--- src/rtl/mux8x1_scanner.sv ---
// Scans an external 8:1 mux: steps the select through channels 0..7, samples the
// mux output after a settle delay and offers the assembled byte on valid/ready.
module mux8x1_scanner #(
  parameter int SETTLE_CYC = 1
) (
  input  logic       clk,
  input  logic       rst_n,
  input  logic       start,
  input  logic       cont,
  input  logic       y,
  output logic [2:0] s,
  output logic [7:0] data,
  output logic       valid,
  input  logic       ready,
  output logic       busy
);

  // state  | meaning
  // IDLE   | waiting for start
  // SETTLE | select driven, counting down the settle window
  // SAMPLE | capture y into asm[s], advance select
  // DONE   | word presented, waiting for handshake
  typedef enum logic [1:0] {
    IDLE   = 2'd0,
    SETTLE = 2'd1,
    SAMPLE = 2'd2,
    DONE   = 2'd3
  } state_t;

  localparam int          RELOAD_I = (SETTLE_CYC > 0) ? SETTLE_CYC - 1 : 0;
  localparam logic [3:0]  RELOAD   = RELOAD_I[3:0];
  // With no settle time the select window is the SAMPLE cycle itself.
  localparam state_t      FIRST    = (SETTLE_CYC == 0) ? SAMPLE : SETTLE;

  state_t      state_q, state_d;
  logic [3:0]  cnt_q, cnt_d;
  logic [2:0]  s_q, s_d;
  logic [7:0]  asm_q, asm_d;
  logic [7:0]  data_q, data_d;
  logic        valid_q, valid_d;

  always_ff @(posedge clk) begin
    if (!rst_n) begin
      state_q <= IDLE;
      cnt_q   <= 4'd0;
      s_q     <= 3'd0;
      asm_q   <= 8'h00;
      data_q  <= 8'h00;
      valid_q <= 1'b0;
    end else begin
      state_q <= state_d;
      cnt_q   <= cnt_d;
      s_q     <= s_d;
      asm_q   <= asm_d;
      data_q  <= data_d;
      valid_q <= valid_d;
    end
  end

  always_comb begin
    state_d = state_q;
    cnt_d   = cnt_q;
    s_d     = s_q;
    asm_d   = asm_q;
    data_d  = data_q;
    valid_d = valid_q;
    case (state_q)
      IDLE: begin
        if (start) begin
          s_d     = 3'd0;
          asm_d   = 8'h00;
          cnt_d   = RELOAD;
          state_d = FIRST;
        end
      end
      SETTLE: begin
        if (cnt_q == 4'd0) begin
          state_d = SAMPLE;
        end else begin
          cnt_d = cnt_q - 4'd1;
        end
      end
      SAMPLE: begin
        asm_d[s_q] = y;
        if (s_q != 3'd7) begin
          s_d     = s_q + 3'd1;
          cnt_d   = RELOAD;
          state_d = FIRST;
        end else begin
          data_d  = {y, asm_q[6:0]};
          valid_d = 1'b1;
          state_d = DONE;
        end
      end
      DONE: begin
        if (valid_q && ready) begin
          valid_d = 1'b0;
          if (cont) begin
            s_d     = 3'd0;
            asm_d   = 8'h00;
            cnt_d   = RELOAD;
            state_d = FIRST;
          end else begin
            state_d = IDLE;
          end
        end
      end
      default: state_d = IDLE;
    endcase
  end

  assign s     = s_q;
  assign data  = data_q;
  assign valid = valid_q;
  assign busy  = (state_q != IDLE);

endmodule

--- config.mk ---
export PLATFORM = sky130hd
export DESIGN_NAME = mux8x1_scanner
export DESIGN_NICKNAME = d
export VERILOG_FILES = /design/src/rtl/mux8x1_scanner.sv
export SDC_FILE = /design/constraint.sdc
export NUM_CORES = 1
export LEC_CHECK = 0
export CORE_ASPECT_RATIO = 0.9
export CORE_UTILIZATION = 50
export CTS_CLUSTER_SIZE = 28
export DETAILED_ROUTE_END_ITERATION = 8
export DONT_BUFFER_PORTS = 1
export GPL_TIMING_DRIVEN = 1
export SYNTH_ARGS = -nofsm -noshare
export SYNTH_HDL_FRONTEND = slang
export SYNTH_SLANG_ARGS = --single-unit
--- constraint.sdc ---
create_clock -name clk -period 3.05 [get_ports clk]
set_clock_uncertainty 0.2 [all_clocks]
set_input_delay 0.61 -clock clk [delete_from_list [all_inputs] [get_ports clk]]
set_output_delay 0.61 -clock clk [all_outputs]
set_load 0.01 [all_outputs]
==> results_dict.tcl <==
set metrics [dict create \
    synth_ff_type "dfxtp_1" \
    crit_chain "or2_2" \
    h-tree-depth 1 \
    synth_edf_count 0 \
    fin_crit_sh 0.6653 \
    cts_sinks 25 \
    initial_core_util 0.5403 \
    remaining_drc_errors 0 \
    hold-path-cell-count 1 \
    seq_area_um2 500.5 \
    relSlewSlack 0.6777 \
    p_total_uw 535.5 \
    grt_pass1_wl_um 3629 \
    synth_nets 160 \
    maxCapViolations 0 \
    rr_worst_depth 6 \
    gr-usage-all-layers 0.2051 \
    cts_tree "built" \
    ys_top_cells_by_area "dfxtp_1 (42%), a21oi_1 (9.3%), nand2_1 (8.2%), o21ai_0 (5.0%), ha_1 (4.2%)" \
    via_per_inst 5.713 \
    rsz0062_at_grt "no" \
    antenna_found_initial 0 \
    syn_avg_cell_area_um2 7.933 \
    ant_nets 0 \
    antenna_cells 0 \
    synthAdderAreaFrac 0.04206 \
    place_area_um2 1186 \
    finalMaxSlewViolations 0 \
    postCtsHoldBufs 0 \
    worstPathArrival_ns 1.22 \
    hold_class "in2reg" \
    final_core_util 0.5523 \
    grt_max_degree 16 \
    ctsResizeCount 0 \
    cts_setup_buffers 0 \
    synth_compound_area_frac 0.2324 \
    hpwl_um 1711 \
    synth_top_area_cell "dfxtp_1" \
    synth_top_area_frac 0.4206 \
    core-area_um2 2202 \
    post-synth-top-count-cell "nand2_1" \
    place_inst 170 \
    grt_pass1_vias 744 \
    port_buffers 0 \
    dieArea_um2 2579 \
    crit_type "reg2out" \
    synth_commonest_cells "nand2_1 (26), dfxtp_1 (25), a21oi_1 (22), o21ai_0 (12), nor2_1 (10)" \
    cp_max_fo 14 \
    drtPass1Iterations 4 \
    hold_violations 0 \
    numCtsBuffers 3 \
    drt-initial-drc-count 22 \
    synth_top_family_by_area "simple AND/OR/NAND/NOR gates" \
    clk_pin_slew_ns 0.15 \
    setup_ws_ns 1.021 \
    vias 994 \
    p_leak_nw 0.4818 \
    power.density_nw_per_um2 440.3 \
    netlist_area_um2 1190 \
    ir_worst_vdd_v 0.0003712 \
    multi_input_area_um2 621.8 \
    fin_hold_ws_ns 0.1866 \
    startpoint_type "flip-flop" \
    ys_warn_count 0 \
    yosys.area_share.simple 0.2482 \
    cts_root_buffer "clkbuf_4" \
    final_cells 174 \
    cp-end-kind "output port" \
    dp_slack_ns 1.059 \
    synth-seq-area-share 0.4206 \
    period_needed_ns 2.029 \
    fill_cells 220 \
    nets 158 \
    final_area_um2 1216 \
    clk_path_buf_depth 2 \
    synth_mux_area_frac 0 \
    ys_types 30 \
    ys_seq_elements 25 \
    path_buf_inv 0 \
    max_freq_ghz 0.4928 \
    die_w_um 53.42 \
    worstMarginPinSlew_ns 0.4828 \
    area_delta_synth_final_pct 2.209 \
    synth-async-reset-ratio 0 \
    cpLargestDelayFamily "flip-flops" \
    routed_wl_um 2363 \
    synth_xor_area_frac 0 \
    rows 16 \
    setup_tns_ns 0 \
    setup_viol 0 \
    syn_inst 150 \
    critical-path-max-stage-delay_ns 0.65 \
    place.gp.congestion 0.8834 \
    boundaryPins 19 \
    outcome "completed" \
    slowest_stage "dfxtp_1" \
    fp.dieH_um 48.28 \
    worstPathRequired_ns 2.24 \
    drive_gt1_frac 0.06122 \
    clock_latency_ns 0.33 \
    cp_num_cells 1 \
    routedWlPerCell_um 13.58 \
    gr-total-overflow 0 \
]
-- layout by cell type (no fill, tap or decap), types with 2 or more instances in the layout --
master / count
o21ai_0: 12
a31oi_1: 3
nand3_1: 7
a21oi_1: 22
clkbuf_4: 3
inv_1: 8
a211oi_1: 2
nor2b_1: 4
nor3_1: 2
nor2_1: 10
a32o_1: 2
o211a_1: 2
dfxtp_1: 25
or2_2: 2
ha_1: 4
nand2_1: 26
-- area by class of cell --
type,instances,share of cell area
inverters,8,0.02469
clock inverters,1,0.006173
clock buffers,3,0.01852
flip-flops and latches,25,0.4115
well taps,27,0.02778
multi-input cells,110,0.5113
-- registers in the layout (all words and copies together), names as in the netlist --
signal,count
data,8
asm_q,7
cnt_q,4
s,3
state_q,2
valid,1
-- cells by family (layout without fill, tap and decap cells) --
logic type | Yosys count | after routing
and+or+nand+nor | 59 | 59
buffers and inverters | 15 | 12
AOI/OAI and AO/OA | 47 | 47
adders and majority gates | 4 | 4
DFF | 25 | 25
-- worst paths after layout --
check / start / slack [ns] / to
setup reg to reg: s[0] / 1.05 / data[4]
setup / recovery: state_q[1] / 1.02 / busy
hold reg to reg: asm_q[3] / 0.26 / data[3]
hold / removal: rst_n / 0.19 / state_q[0]
-- power by group --
group          switching [mW]  internal [mW]  total (mW)
logic                  0.0237         0.0157      0.0394
clock network           0.103         0.0502       0.153
registers              0.0121          0.331       0.343
total                   0.139          0.397       0.536
-- per-layer routing --
metal / routed length (um) / vias up / global-route usage
li1: - / 514 / -
met1: 1293 / 451 / 0.3220
met2: 896 / 27 / 0.2550
met3: 156 / 2 / 0.07477
met4: 15 / 0 / 0.04737
met5: 0 / - / 0
No activity file was read; power rests on OpenSTA's default activity.
